[config.mk]
export PLATFORM = sky130hd
export DESIGN_NAME = wokwi_tile_395055035944909825_flat
export DESIGN_NICKNAME = d
export VERILOG_FILES = /design/src/rtl/wokwi_tile_395055035944909825_if.sv /design/src/rtl/wokwi_tile_395055035944909825.sv /design/src/flat_wrapper.sv
export SDC_FILE = /design/constraint.sdc
export NUM_CORES = 1
export LEC_CHECK = 0
export CAP_MARGIN = 20
export CELL_PAD_IN_SITES_DETAIL_PLACEMENT = 1
export CELL_PAD_IN_SITES_GLOBAL_PLACEMENT = 2
export CORE_UTILIZATION = 35
export DETAILED_ROUTE_END_ITERATION = 8
export PLACE_DENSITY_LB_ADDON = 0.05
export SETUP_SLACK_MARGIN = 0.15
export SKIP_LAST_GASP = 1
export SYNTH_ARGS = -nofsm -noshare
export SYNTH_HDL_FRONTEND = slang
export SYNTH_SLANG_ARGS = --single-unit
[constraint.sdc]
create_clock -name clk -period 7.2 [get_ports clk]
set_clock_uncertainty 0.1 [all_clocks]
set_input_delay 1.8 -clock clk [delete_from_list [all_inputs] [get_ports clk]]
set_output_delay 1.8 -clock clk [all_outputs]
set_load 0.03 [all_outputs]
[src/rtl/wokwi_tile_395055035944909825_if.sv]
// Tile I/O bundle: the mode/enable/operand byte going in and the registered result byte coming out.
interface wokwi_tile_395055035944909825_if;
    logic [7:0] ui_in;
    logic [7:0] uo_out;

    modport master (output ui_in, input uo_out);
    modport slave  (input ui_in, output uo_out);
endinterface

[src/rtl/wokwi_tile_395055035944909825.sv]
// Four-mode 8-bit utility tile: load, accumulating counter, 8-bit LFSR and PWM generator.
// The output byte is registered and shows the state after the same edge's update.
module wokwi_tile_395055035944909825 (
    input  logic                                  clk,
    input  logic                                  rst,
    wokwi_tile_395055035944909825_if.slave        bus
);

    typedef enum logic [1:0] {
        MODE_LOAD  = 2'b00,
        MODE_COUNT = 2'b01,
        MODE_LFSR  = 2'b10,
        MODE_PWM   = 2'b11
    } mode_e;

    // Taps for x^8+x^6+x^5+x^4+1 in a left-shifting register.
    function automatic logic lfsr_fb(input logic [7:0] l);
        return l[7] ^ l[5] ^ l[4] ^ l[3];
    endfunction

    mode_e       mode_s;
    logic        en_s;
    logic [4:0]  op_s;

    logic [7:0]  acc_r;
    logic [7:0]  lfsr_r;
    logic [4:0]  pcnt_r;
    logic [7:0]  uo_r;

    logic [7:0]  acc_next_s;
    logic [7:0]  lfsr_next_s;
    logic [4:0]  pcnt_next_s;
    logic        pwm_next_s;
    logic [7:0]  uo_next_s;

    // Split the input byte into mode, enable and operand fields.
    always_comb begin
        mode_s = mode_e'(bus.ui_in[7:6]);
        en_s   = bus.ui_in[5];
        op_s   = bus.ui_in[4:0];
    end

    // Next-state for the selected engine; every other engine holds its value.
    always_comb begin
        acc_next_s  = acc_r;
        lfsr_next_s = lfsr_r;
        pcnt_next_s = pcnt_r;
        case (mode_s)
            MODE_LOAD: begin
                if (en_s) begin
                    acc_next_s = {3'b000, op_s};
                end else begin
                    acc_next_s = acc_r;
                end
            end
            MODE_COUNT: begin
                if (en_s) begin
                    acc_next_s = acc_r + {3'b000, op_s};
                end else begin
                    acc_next_s = acc_r;
                end
            end
            MODE_LFSR: begin
                if (en_s) begin
                    lfsr_next_s = {lfsr_r[6:0], lfsr_fb(lfsr_r)};
                end else begin
                    lfsr_next_s = lfsr_r;
                end
            end
            MODE_PWM: begin
                if (!en_s) begin
                    pcnt_next_s = pcnt_r;
                end else if (pcnt_r == 5'd30) begin
                    pcnt_next_s = 5'd0;
                end else begin
                    pcnt_next_s = pcnt_r + 5'd1;
                end
            end
            default: begin
                acc_next_s  = acc_r;
                lfsr_next_s = lfsr_r;
                pcnt_next_s = pcnt_r;
            end
        endcase
        // An all-zero LFSR would never leave zero, so it is kicked back to the seed unconditionally.
        if (lfsr_r == 8'h00) begin
            lfsr_next_s = 8'h01;
        end else begin
            lfsr_next_s = lfsr_next_s;
        end
    end

    // Output byte built from post-update state so there is no extra cycle of latency.
    always_comb begin
        pwm_next_s = (pcnt_next_s < op_s);
        uo_next_s  = 8'h00;
        case (mode_s)
            MODE_LOAD:  uo_next_s = acc_next_s;
            MODE_COUNT: uo_next_s = acc_next_s;
            MODE_LFSR:  uo_next_s = lfsr_next_s;
            MODE_PWM:   uo_next_s = {2'b10, pcnt_next_s, pwm_next_s};
            default:    uo_next_s = 8'h00;
        endcase
    end

    // State and output registers; reset wins over any engine activity.
    always_ff @(posedge clk) begin
        if (rst) begin
            acc_r  <= 8'h00;
            lfsr_r <= 8'h01;
            pcnt_r <= 5'd0;
            uo_r   <= 8'h00;
        end else begin
            acc_r  <= acc_next_s;
            lfsr_r <= lfsr_next_s;
            pcnt_r <= pcnt_next_s;
            uo_r   <= uo_next_s;
        end
    end

    assign bus.uo_out = uo_r;

endmodule

[src/flat_wrapper.sv]
// flat-port wrapper written by rule: the top's interface ports become plain ports
module wokwi_tile_395055035944909825_flat 
  (clk, rst, bus_ui_in, bus_uo_out);
  wokwi_tile_395055035944909825_if bus_i ();
  input  logic clk;
  input  logic rst;
  input wire logic [$bits(bus_i.ui_in)-1:0] bus_ui_in;
  output wire logic [$bits(bus_i.uo_out)-1:0] bus_uo_out;
  assign bus_i.ui_in = bus_ui_in;
  assign bus_uo_out = bus_i.uo_out;
  wokwi_tile_395055035944909825 u_core (.clk(clk), .rst(rst), .bus(bus_i));
endmodule
* Word-level counts from Yosys, hierarchy flattened
Index checks and enable logic that the tools add are counted.
** Cells by class
- $add $sub $neg :: 2
- Multiplexer cells :: 10
- $lt $le $gt $ge :: 1
- Reduce and logical (&&, ||, !) cells :: 3
- Bitwise gates (word level) :: 3
- Equal/unequal tests :: 4
** Operators with widths (number)
- 8-bit 2-to-1 mux :: 5
- 8-bit case mux with 3 select lines :: 1
- 8-bit case mux with 2 select lines :: 1
- 5-bit 2-to-1 mux :: 3
- 8-bit by 5-bit adder with 8-bit output :: 1
- 8-bit logical NOT :: 1
- 5-bit by 1-bit adder with 5-bit output, second input constant :: 1
- 5-bit == test, second input constant :: 1
- 5-bit < comparator :: 1
- 2-bit == test, second input constant :: 2
- 1-bit XOR :: 3
- 2-bit by 1-bit == test with 1-bit output, second input constant :: 1
- 2-bit logical NOT :: 1
- 2-bit OR reduction :: 1
** Word-level totals
- Word-level logic and storage cells :: 27
- Output and inout port bits :: 8
- Bits in registers :: 29
- Input port bits :: 10

* Depth between registers and ports, before layout
Gate-level depths: netlist of the first run.
- Depth after elaboration :: 7
- Gate-level depth with buffers :: 11
- Gate-level depth less buffers :: 11

* Least setup slack after synthesis of the first run
OpenSTA, ideal clock, no wires.
- Path type :: input to register
- Start :: in bus_ui_in[5]
- End :: reg u_core.uo_r[0] (netlist: u_core.bus.uo_out[0])
- Slack :: 3554 ps
- Arrival time :: 3472 ps
- Stages on the path :: 9
- Required time :: 7026 ps
- Cells stage by stage :: buf_2 -> and3_4 -> nand2_1 -> a22o_1 -> ha_1 -> a21oi_1 -> o21ai_0 -> a2111o_1 -> a31oi_1
** Between the ends
- Longest elaborated chain between the ends :: 4
- Elaborated cells between the ends (all ways) :: 10
- Those cells by class :: order compare: 1; mux: 9
** RTL lines
- from (decl) :: line flat_wrapper.sv:7 : input wire logic [$bits(bus_i.ui_in)-1:0] bus_ui_in;
- 5-bit 2-to-1 mux :: line wokwi_tile_395055035944909825.sv:71 : if (!en_s) begin
- 5-bit 2-to-1 mux :: line wokwi_tile_395055035944909825.sv:48 : case (mode_s)
- named net u_core.pcnt_next_s[3] :: line wokwi_tile_395055035944909825.sv:32 : logic [4:0] pcnt_next_s;
- 5-bit < comparator :: line wokwi_tile_395055035944909825.sv:95 : pwm_next_s = (pcnt_next_s < op_s);
- 8-bit case mux with 3 select lines :: line wokwi_tile_395055035944909825.sv:97 : case (mode_s)
- to (signal assigned) :: line wokwi_tile_395055035944909825.sv:117 : uo_r <= uo_next_s;
- to (decl) :: line wokwi_tile_395055035944909825.sv:28 : logic [7:0] uo_r;
The timed path passes the listed nets, and every way through them passes these cells.
A chain may end at the register's enable or synchronous reset.

* Final worst setup path of the first run
- Start :: in bus_ui_in[6]
- End :: reg u_core.uo_r[0] (netlist: u_core.bus.uo_out[0])
** Between the ends
- Longest elaborated chain between the ends :: 4
- Elaborated cells between the ends (all ways) :: 11
- Those cells by class :: order compare: 1; eq/ne: 3; mux: 5; reduce/logical: 2
** RTL lines (line)
- 2-bit == test :: wokwi_tile_395055035944909825.sv:48
- 5-bit 2-to-1 mux :: wokwi_tile_395055035944909825.sv:48
- named net u_core.pcnt_next_s[1] :: wokwi_tile_395055035944909825.sv:32
- 5-bit < comparator :: wokwi_tile_395055035944909825.sv:95
- 8-bit case mux with 3 select lines :: wokwi_tile_395055035944909825.sv:97
The timed path passes the listed nets, and every way through them passes these cells.

==> impl_results.md, run 1 <==
* Status: finished, final reports clean
* GRT Total Usage at 21.54%
* Hold-fix buffers at CTS at 0
* Syn Nets at 253
* Setup violations, final at 0
* Full die area at 5674 um^2
* Synth Cell Area at 1882 um^2
* Hold Vio Cnt, Final at 0
* CP Launch Point: bus_ui_in[6]
* Synth top cells by count: dfxtp_1 (29), nor2_1 (25), nand2_1 (21)
* Gate power share at 18.8%
* Total I/O pin count at 18
* Internal power at 0.2569 mW
* CTS H-Tree Depth at 2
* Ys Warns at 0
* Leak at 0.8645 nW
* Max-slew violations at 0
* Post-synth ARST share at 0%
* Core area at 5140 um^2
* Site row count at 26
* Root Driver: clkbuf_8
* Setup crit end: u_core.bus.uo_out[0]$_SDFF_PP0_
* Reg2reg setup slack at 4.46 ns
* Startpoint Class: input pin
* Antenna Cells at 0
* WP data required at 7.31 ns
* Gpl congestion at 0.8448
* Critical setup path kind: in2reg
* Die width at 75.33 um
* Share of layout cells above drive strength 1 at 6.531%
* Distinct cells, synth at 50
* # Post-CTS Setup Buffers at 0
* Avg Cell Area, Syn at 8.146 um^2
* Number of I/O port buffers at 17
* TritonCTS clock tree: done
* Max-slew headroom at 53.52%
* Period utilization at 63.36%
* Antenna Nets Post-Route at 0
* Reg power frac at 46.9%
* CP Capture Type: register
* Capturing point of the worst reg2reg path: u_core.bus.uo_out[0]$_SDFF_PP0_
* Cts bufs inserted at 5
* Top-count cell post-synth: dfxtp_1
* Gates resized, CTS repair at 0
* Starting Density at 36.61%
* Total number of vias at 1739
* FF+latch count, synth at 29
* Peak VDD IR at 0.08509 mV
* Max-cap viol count at 0
* RSZ-0062 raised after global routing: no
* Iter 0 DRT Violations at 92
* Area after DPL at 2098 um^2
* Die extent in y at 75.33 um
* Area grow syn2layout at 15.43%
* Via density at 5.521
* Wire per inst at 17.34 um
* Setup TNS at 0 ns
* Wire length of the first global-routing pass at 9.032 mm
* Share of the synthesized area in the top cell type at 30.85%
* Final net count at 268
* Worst reg2reg startpoint: u_core.pcnt_r[0]$_SDFF_PP0_
* Mapped Cells at 231
* CP Data Arrival Time at 4.68 ns
* Hold Crit Class: reg2reg
* CTS max path bufs at 2
* Clock power share at 34.3%
* Area leader, netlist: dfxtp_1
* Min cycle time layout at 4.562 ns
* Most area-consuming cells after synthesis: dfxtp_1 (31%), ha_1 (7.3%), mux2i_1 (6.9%), nor2_1 (5.0%), a21oi_1 (4.8%)
* Worst R2R Path Depth at 9
* Worst-Margin Slew at 0.6950 ns
* Skew-Pair Late Insertion Delay at 0.28 ns
* CP max FO at 19
* Sw Share at 29.05%
* Vias in the first global route at 1853
* Fin util at 42.26%
* Sequential cell area fraction in the yosys report at 30.85%
* Final instance area at 2172 um^2
* Drt pass-1 iters at 4
* Largest net degree at the start of global routing at 29
* Max frequency at 219.2 MHz
* Antenna violations before repair at 0
* Clock sinks at 29
* Filler cells at 658
* Main synth FF type: dfxtp_1
* Total grt overflow at 0
* Drc violations at 0
* HPWL after detailed placement at 4.250 mm
* WL final at 5.461 mm
* Post-synth EDFFs at 0
* Clock slew at reported path FFs at 0.07 ns
* Switching power at 0.1052 mW
* PwrDens at 166.7 nW/um^2
## layout make-up
cell class                      count  area, um^2  share of cell area, %
Sequential cell                    29       580.6                  26.73
Tap cell                           70       87.58                  4.032
Multi-Input combinational cell    176        1189                  54.72
Clock buffer                        5       68.82                  3.168
Timing Repair Buffer               19       185.2                  8.525
Clock inverter                      1       5.005                 0.2304
Inverter                           15       56.30                  2.592
## kinds of logic after synthesis
logic type	Yosys count	share of synthesized area, %
flip-flops	29	30.85
AO/OA/AOI/OAI	68	24.47
AND/OR/NAND/NOR	75	19.41
buffers and inverters	26	5.984
XOR/XNOR	6	2.793
adder cells (fa/ha/maj)	12	8.378
multiplexers	15	8.111
## power groups by stage
stage	clock network (mW)	registers [mW]	logic (mW)
floorplan	0	0.176	0.0423
global placement	0	0.173	0.0666
detailed placement	0	0.173	0.0679
CTS	0.129	0.170	0.0683
global route	0.135	0.170	0.0752
finish	0.124	0.170	0.0681
## flip-flops by register name (all words and copies together) (netlist names)
register and count:
u_core.pcnt_r 5, u_core.acc_r 8, u_core.bus.uo_out 8, u_core.lfsr_r 8
## cell usage in the layout (no fill, tap or decap), drive strengths merged, types with 6 or more instances in the layout
cell	Yosys	routed
a21oi	19	19
clkdlybuf4s50	0	17
dfxtp	29	29
ha	11	11
inv	15	15
mux2i	13	13
nand2	21	21
nand3	7	7
nor2	26	26
o21ai	13	13
xnor2	6	6
## worst min path at each step
stage | startpoint | end | cells past startpoint
final | u_core.acc_r[4]$_SDFF_PP0_ | u_core.acc_r[4]$_SDFF_PP0_ | 2
after global placement | u_core.acc_r[4]$_SDFF_PP0_ | u_core.acc_r[4]$_SDFF_PP0_ | 2
after detailed placement | u_core.acc_r[4]$_SDFF_PP0_ | u_core.acc_r[4]$_SDFF_PP0_ | 2
after floorplan | u_core.acc_r[4]$_SDFF_PP0_ | u_core.acc_r[4]$_SDFF_PP0_ | 2
after CTS | u_core.acc_r[4]$_SDFF_PP0_ | u_core.acc_r[4]$_SDFF_PP0_ | 2
after global routing | u_core.acc_r[0]$_SDFF_PP0_ | u_core.acc_r[0]$_SDFF_PP0_ | 2
## critical path: stages
cell,delay (ns)
clkdlybuf4s50_1,0.92
nand3_1,0.28
o31ai_1,0.46
ha_1,0.34
a21oi_1,0.16
o21ai_0,0.14
a2111o_1,0.43
a31oi_1,0.15
## per-layer routing
| layer | vias up | GRT usage, % | wire length [um] |
|---|---|---|---|
| met5 | - | 0 | 0 |
| met4 | 0 | 5.967 | 82 |
| met3 | 7 | 3.968 | 148 |
| met2 | 27 | 37.10 | 2689 |
| met1 | 836 | 27.59 | 2541 |
| li1 | 869 | - | - |
## through the flow
| step | instances | setup slack (ns) | hold WS, ns | total power, mW |
|---|---|---|---|---|
| finish | 315 | 2.638 | 0.4000 | 0.3621 |
| global placement | 309 | 2.574 | 0.3677 | 0.2393 |
| floorplan | 231 | 3.554 | 0.3478 | 0.2188 |
| CTS | 315 | 2.696 | 0.3922 | 0.3670 |
| detailed placement | 309 | 2.402 | 0.3832 | 0.2411 |
| global route | 315 | 2.530 | 0.4297 | 0.3808 |
Note: power is estimated with default switching activity, not from simulation.
==> run 2, diff against run 1 <==
--- a/config.mk
+++ b/config.mk
@@ -8,7 +8,7 @@
 export CAP_MARGIN = 20
 export CELL_PAD_IN_SITES_DETAIL_PLACEMENT = 1
 export CELL_PAD_IN_SITES_GLOBAL_PLACEMENT = 2
-export CORE_UTILIZATION = 35
+export CORE_UTILIZATION = 31
 export DETAILED_ROUTE_END_ITERATION = 8
 export PLACE_DENSITY_LB_ADDON = 0.05
 export SETUP_SLACK_MARGIN = 0.15
==> constraint.sdc (replaced) <==
create_clock -name clk -period 4 [get_ports clk]
set_clock_uncertainty 0.1 [all_clocks]
set_input_delay 1 -clock clk [delete_from_list [all_inputs] [get_ports clk]]
set_output_delay 1 -clock clk [all_outputs]
set_load 0.03 [all_outputs]
==> run 2 against run 1 <==
Core utilization is 4.4 points lower. Clock power is 120% higher. Final cell count is 3.2% higher. Critical path depth stayed put. Critical endpoint unchanged.
==> impl_results.md, run 2 (synthesized netlist as in run 1, its figures left out) <==
* Clock sinks at 29 (unchanged)
* Wire length of the first global-routing pass at 9.342 mm (was 9.032 mm)
* Core area at 5886 um^2 (was 5140 um^2)
* Total number of vias at 1797 (was 1739)
* Final net count at 271 (was 268)
* Status: finished, final reports clean (unchanged)
* Share of layout cells above drive strength 1 at 8.400% (was 6.531%)
* Setup violations, final at 0 (unchanged)
* Max-cap viol count at 0 (unchanged)
* RSZ-0062 raised after global routing: no (unchanged)
* Switching power at 0.1975 mW (was 0.1052 mW)
* Most frequent cells in the layout: dfxtp_1 (29), nor2_1 (25), nand2_1 (21), a21oi_1 (18), clkdlybuf4s50_1 (17) (unchanged)
* Cts bufs inserted at 5 (unchanged)
* Clock power share at 38.6% (was 34.3%)
* Full die area at 6386 um^2 (was 5674 um^2)
* Drc violations at 0 (unchanged)
* Max frequency at 299.4 MHz
* WP data required at 4.10 ns (was 7.31 ns)
* Peak VDD IR at 0.1435 mV (was 0.08509 mV)
* Antenna Nets Post-Route at 0 (unchanged)
* Die extent in y at 79.91 um (was 75.33 um)
* Max-slew headroom at 62.49% (was 53.52%)
* Site row count at 28 (was 26)
* CP max stage cell: clkdlybuf4s50_1 (unchanged)
* Fin Hold WS at 0.3741 ns (was 0.4000 ns)
* Period utilization at 83.51%
* Total I/O pin count at 18 (unchanged)
* # Post-CTS Setup Buffers at 0 (unchanged)
* WL final at 5.733 mm (was 5.461 mm)
* Hold Crit Class: reg2reg (unchanged)
* Number of I/O port buffers at 17 (unchanged)
* Antenna Cells at 0 (unchanged)
* Gpl congestion at 0.7765 (was 0.8448)
* Internal power at 0.5052 mW (was 0.2569 mW)
* CP cell instances: clkdlybuf4s50_1 > nand3_1 > o31ai_1 > ha_1 > a21oi_1 > o21ai_0 > a2111o_1 > a31oi_1 (unchanged)
* Die width at 79.91 um (was 75.33 um)
* CP Data Arrival Time at 3.44 ns (was 4.68 ns)
* Gate power share at 18.0% (was 18.8%)
* HP Start: u_core.acc_r[4]$_SDFF_PP0_ (unchanged)
* Min cycle time layout at 3.340 ns
* TritonCTS clock tree: done (unchanged)
* Largest net degree at the start of global routing at 27 (was 29)
* Iter 0 DRT Violations at 79 (was 92)
* Starting Density at 31.97% (was 36.61%)
* CTS max path bufs at 2 (unchanged)
* PwrDens at 315.3 nW/um^2 (was 166.7 nW/um^2)
* Reg power frac at 43.4% (was 46.9%)
* CP Launch Point: bus_ui_in[6] (unchanged)
* Drt pass-1 iters at 4 (unchanged)
* Wire per inst at 17.64 um (was 17.34 um)
* Worst-Margin Slew at 0.5610 ns (was 0.6950 ns)
* Startpoint Class: input pin (unchanged)
* Setup TNS at 0 ns (unchanged)
* Skew-Pair Late Insertion Delay at 0.27 ns (was 0.28 ns)
* Hold Vio Cnt, Final at 0 (unchanged)
* CTS H-Tree Depth at 2 (unchanged)
* CP max FO at 7 (was 19)
* CP peak stage delay at 0.68 ns (was 0.92 ns)
* Most common cell after layout, fill and taps aside: dfxtp_1 (unchanged)
* Worst reg2reg startpoint: u_core.pcnt_r[0]$_SDFF_PP0_ (unchanged)
* Vias in the first global route at 1824 (was 1853)
* GRT Total Usage at 19.47% (was 21.54%)
* Total grt overflow at 0 (unchanged)
* Max-slew violations at 0 (unchanged)
* Gates resized, CTS repair at 0 (unchanged)
* CP Capture Type: register (unchanged)
* Via density at 5.529 (was 5.521)
* Area grow syn2layout at 18.42% (was 15.43%)
* Clock slew at reported path FFs at 0.07 ns (about the same)
* Critical setup path kind: in2reg (unchanged)
* Sw Share at 28.11% (was 29.05%)
* Antenna violations before repair at 0 (unchanged)
* Total Power at 0.7027 mW (was 0.3621 mW)
* Root Driver: clkbuf_8 (unchanged)
* Leak at 0.8939 nW (was 0.8645 nW)
* HPWL after detailed placement at 4.450 mm (was 4.250 mm)
* Hold-fix buffers at CTS at 0 (unchanged)
-- run 2: layout make-up --
cell class | instances | area (um^2)
clock inverter | 1 | 5.005
sequential | 29 | 580.6
multi-input combinational | 176 | 1189
inverter | 15 | 56.30
clock buffer | 7 | 96.34
timing repair buffer | 22 | 207.7
tap | 75 | 93.84
fill | 735 | 3657
-- run 2: stage by stage --
| step | cell area [um^2] | utilization, % | setup WS [ns] | instances |
|---|---|---|---|---|
| global route | 2228 | 37.86 | 0.5209 | 325 |
| floorplan | 1882 | - | 1.154 | 231 |
| CTS | 2228 | 37.86 | 0.6514 | 325 |
| finish | 2228 | 37.86 | 0.6597 | 325 |
| detailed placement | 2127 | 36.14 | 0.3739 | 317 |
| global placement | 2127 | 36.14 | 0.4791 | 317 |
-- run 2: worst paths after layout --
kind | cells past startpoint | slack [ns] | endpoint
setup / recovery | 8 | 0.66 | u_core.bus.uo_out[0]$_SDFF_PP0_
hold / removal | 2 | 0.37 | u_core.acc_r[4]$_SDFF_PP0_
setup reg to reg | 9 | 1.39 | u_core.bus.uo_out[0]$_SDFF_PP0_
hold reg to reg | 2 | 0.37 | u_core.acc_r[4]$_SDFF_PP0_
-- run 2: metal layers --
layer	up-vias	global-route usage [%]	routed length, um
li1	873	-	-
met1	886	24.54	2711
met2	34	33.76	2764
met3	4	4.000	225
met4	0	4.464	31
met5	-	0	0
-- run 2: critical path: cells and delay by family --
kind / cells / cell delay [ns]
AO/OA/AOI/OAI: 5 / 1.22
buffers and inverters: 1 / 0.68
AND/OR/NAND/NOR: 1 / 0.21
adder cells (fa/ha/maj): 1 / 0.32
-- run 2: power groups by stage --
stage	combinational [mW]	clock (mW)	sequential (mW)
detailed placement	0.126	0	0.312
floorplan	0.0762	0	0.318
finish	0.126	0.271	0.305
global route	0.139	0.294	0.306
CTS	0.127	0.279	0.305
global placement	0.124	0	0.311
==> run 3, diff against run 2 <==
--- a/config.mk
+++ b/config.mk
@@ -8,7 +8,7 @@
 export CAP_MARGIN = 20
 export CELL_PAD_IN_SITES_DETAIL_PLACEMENT = 1
 export CELL_PAD_IN_SITES_GLOBAL_PLACEMENT = 2
-export CORE_UTILIZATION = 31
+export CORE_UTILIZATION = 34
 export DETAILED_ROUTE_END_ITERATION = 8
 export PLACE_DENSITY_LB_ADDON = 0.05
 export SETUP_SLACK_MARGIN = 0.15
==> constraint.sdc (replaced) <==
create_clock -name clk -period 3.2 [get_ports clk]
set_clock_uncertainty 0.1 [all_clocks]
set_input_delay 0.8 -clock clk [delete_from_list [all_inputs] [get_ports clk]]
set_output_delay 0.8 -clock clk [all_outputs]
set_load 0.03 [all_outputs]
==> run 3 against run 2 <==
Die area shrank 8.6%. Count of clock-buffer cells in the layout is the same. Largest cell class unchanged. Critical path type unchanged. First-iteration DRC count shrank 30%. Sequential share of layout area shrank 0.84 points. Combinational power grew 35%.
==> impl_results.md, run 3 (synthesized netlist as in run 1, its figures left out) <==
* Status: finished, final reports clean (unchanged)
* Top Usage Layer GRT: met2 (unchanged)
* Met3 Use GR at 3.713% (was 4.000%)
* RSZ-0062 raised after global routing: yes (was no)
* Gpl congestion at 0.8773 (was 0.7765)
* # Post-CTS Setup Buffers at 0 (unchanged)
* WP data required at 3.31 ns (was 4.10 ns)
* Drc violations at 0 (unchanged)
* Met1 Resource Use GR at 29.20% (was 24.54%)
* Via density at 5.533 (was 5.529)
* Worst R2R Path Depth at 9 (unchanged)
* Full die area at 5836 um^2 (was 6386 um^2)
* Core area at 5205 um^2 (was 5886 um^2)
* Site row count at 26 (was 28)
* PwrDens at 389.0 nW/um^2 (was 315.3 nW/um^2)
* Critical setup path kind: in2reg (unchanged)
* Reg area at 580.6 um^2 (unchanged)
* Die extent in y at 76.40 um (was 79.91 um)
* Min cycle time layout at 2.902 ns
* TritonCTS clock tree: done (unchanged)
* Number of I/O port buffers at 17 (unchanged)
* GRT Total Usage at 22.57% (was 19.47%)
* Clock sinks at 29 (unchanged)
* HPWL after detailed placement at 4.802 mm (was 4.450 mm)
* Gate power share at 19.0% (was 18.0%)
* Vias in the first global route at 1961 (was 1824)
* Hold Vio Cnt, Final at 0 (unchanged)
* Switching power at 0.2555 mW (was 0.1975 mW)
* HP Start: u_core.acc_r[4]$_SDFF_PP0_ (unchanged)
* Peak VDD IR at 0.2725 mV (was 0.1435 mV)
* Final net count at 281 (was 271)
* CP Launch Point: bus_ui_in[5] (was bus_ui_in[6])
* Total I/O pin count at 18 (unchanged)
* Max-slew violations at 0 (unchanged)
* Max-slew headroom at 69.14% (was 62.49%)
* Setup TNS at 0 ns (unchanged)
* Max-cap viol count at 0 (unchanged)
* Clock power share at 38.4% (was 38.6%)
* Startpoint Class: input pin (unchanged)
* Share of layout cells above drive strength 1 at 12.31% (was 8.400%)
* Capturing point of the worst reg2reg path: u_core.bus.uo_out[0]$_SDFF_PP0_ (unchanged)
* Internal power at 0.6400 mW (was 0.5052 mW)
* CTS max path bufs at 2 (unchanged)
* Antenna Cells at 0 (unchanged)
* Drt pass-1 iters at 4 (unchanged)
* Filler cells at 649 (was 735)
* Clock slew at reported path FFs at 0.07 ns (about the same)
* CTS H-Tree Depth at 2 (unchanged)
* Hold EP: u_core.acc_r[4]$_SDFF_PP0_ (unchanged)
* Skew-Pair Late Insertion Delay at 0.28 ns (was 0.27 ns)
* Area grow syn2layout at 22.34% (was 18.42%)
* Period utilization at 90.68%
* WL final at 6.053 mm (was 5.733 mm)
* WHS Path Cells at 2 (unchanged)
* Iter 0 DRT Violations at 55 (was 79)
* Root Driver: clkbuf_8 (unchanged)
* Worst reg2reg startpoint: u_core.pcnt_r[0]$_SDFF_PP0_ (unchanged)
* CP max FO at 5 (was 7)
* Placed cells at 322 (was 317)
* Total number of vias at 1826 (was 1797)
* Reg power frac at 42.6% (was 43.4%)
* Cts bufs inserted at 5 (unchanged)
* Antenna Nets Post-Route at 0 (unchanged)
* Worst-Margin Slew at 0.4612 ns (was 0.5610 ns)
* Starting Density at 36.15% (was 31.97%)
* Max frequency at 344.6 MHz
* Antenna violations before repair at 0 (unchanged)
* Sw Share at 28.53% (was 28.11%)
* Hold Crit Class: reg2reg (unchanged)
* Reg2reg setup slack at 0.60 ns (was 1.39 ns)
* Met2 Use GR at 37.93% (was 33.76%)
* Most common cell after layout, fill and taps aside: dfxtp_1 (unchanged)
* Wire length of the first global-routing pass at 10.27 mm (was 9.342 mm)
* Most frequent cells in the layout: dfxtp_1 (29), nor2_1 (25), nand2_1 (21), a21oi_1 (18), clkdlybuf4s50_1 (17) (unchanged)
* Area of the multi-input gates at 1194 um^2 (was 1189 um^2)
* Leak at 0.9437 nW (was 0.8939 nW)
* CP Capture Type: register (unchanged)
* Largest net degree at the start of global routing at 20 (was 27)
* CP Data Arrival Time at 3.01 ns (was 3.44 ns)
* Die width at 76.40 um (was 79.91 um)
* Wire per inst at 18.34 um (was 17.64 um)
* Total grt overflow at 0 (unchanged)
* Finished Layout Cells at 330 (was 325)
* Fin Hold WS at 0.4018 ns (was 0.3741 ns)
* Setup violations, final at 0 (unchanged)
==> run 3: cell types whose count changed in the layout (fill, tap and decap cells not counted), sizes merged <==
cell,previous run,this run
buf,5,15
==> run 3: worst max-delay path by stage <==
| stage | end | slack [ns] | depth (start not counted) |
|---|---|---|---|
| final | u_core.bus.uo_out[0]$_SDFF_PP0_ | 0.30 | 9 |
| after global routing | u_core.bus.uo_out[0]$_SDFF_PP0_ | 0.13 | 10 |
| after CTS | u_core.bus.uo_out[4]$_SDFF_PP0_ | 0.23 | 10 |
| after detailed placement | u_core.bus.uo_out[4]$_SDFF_PP0_ | -0.06 | 10 |
| after global placement | u_core.bus.uo_out[4]$_SDFF_PP0_ | -0.02 | 10 |
| after floorplan | u_core.bus.uo_out[0]$_SDFF_PP0_ | 0.55 | 9 |
==> run 3: metrics by stage <==
| step | util [%] | power, mW | cell area, um^2 | setup WS [ns] |
|---|---|---|---|---|
| 4_1_cts | 44.13 | 0.9039 | 2297 | 0.2307 |
| 3_5_place_dp | 42.19 | 0.5601 | 2196 | -0.06023 |
| 3_3_place_gp | 42.19 | 0.5530 | 2196 | -0.02250 |
| 6_report | 44.23 | 0.8955 | 2302 | 0.2981 |
| 5_1_grt | 44.23 | 0.9342 | 2302 | 0.1340 |
| 2_1_floorplan | - | 0.4923 | 1882 | 0.5539 |
==> run 3: layer usage <==
metal  up-vias  share of wire, %
met5         -                 0
met4         0               1.7
met3        10               2.1
met2        23                48
met1       902                48
li1        891                 -
==> run 3: worst max-delay path, cell delays in order <==
cell             delay (ns)
clkdlybuf4s50_1        0.52
and3_4                 0.23
nand2_1                0.06
a22o_1                 0.25
ha_1                   0.31
a21oi_1                0.15
o21ai_0                0.11
a2111o_1               0.42
a31oi_1                0.15
==> run 3: repair_timing <==
action	CTS	global route
gates resized for setup	0	2
hold buffers	0	0
endpoints found under the setup margin	0	2
==> run 3: layout make-up <==
cell class	count	area share, %
Multi-Input combinational cell	176	51.85
Sequential cell	29	25.22
Timing Repair Buffer	32	12.28
Tap cell	70	3.804
Inverter	15	2.446
Clock inverter	1	0.2174
Clock buffer	7	4.185
==> run 3: power groups by stage <==
stage                     sequential [mW]  clock [mW]  combinational, mW
after floorplan                     0.397           0             0.0952
after global placement              0.389           0              0.164
after detailed placement            0.390           0              0.170
after CTS                           0.382       0.351              0.172
after global routing                0.383       0.364              0.187
final                               0.382       0.343              0.170
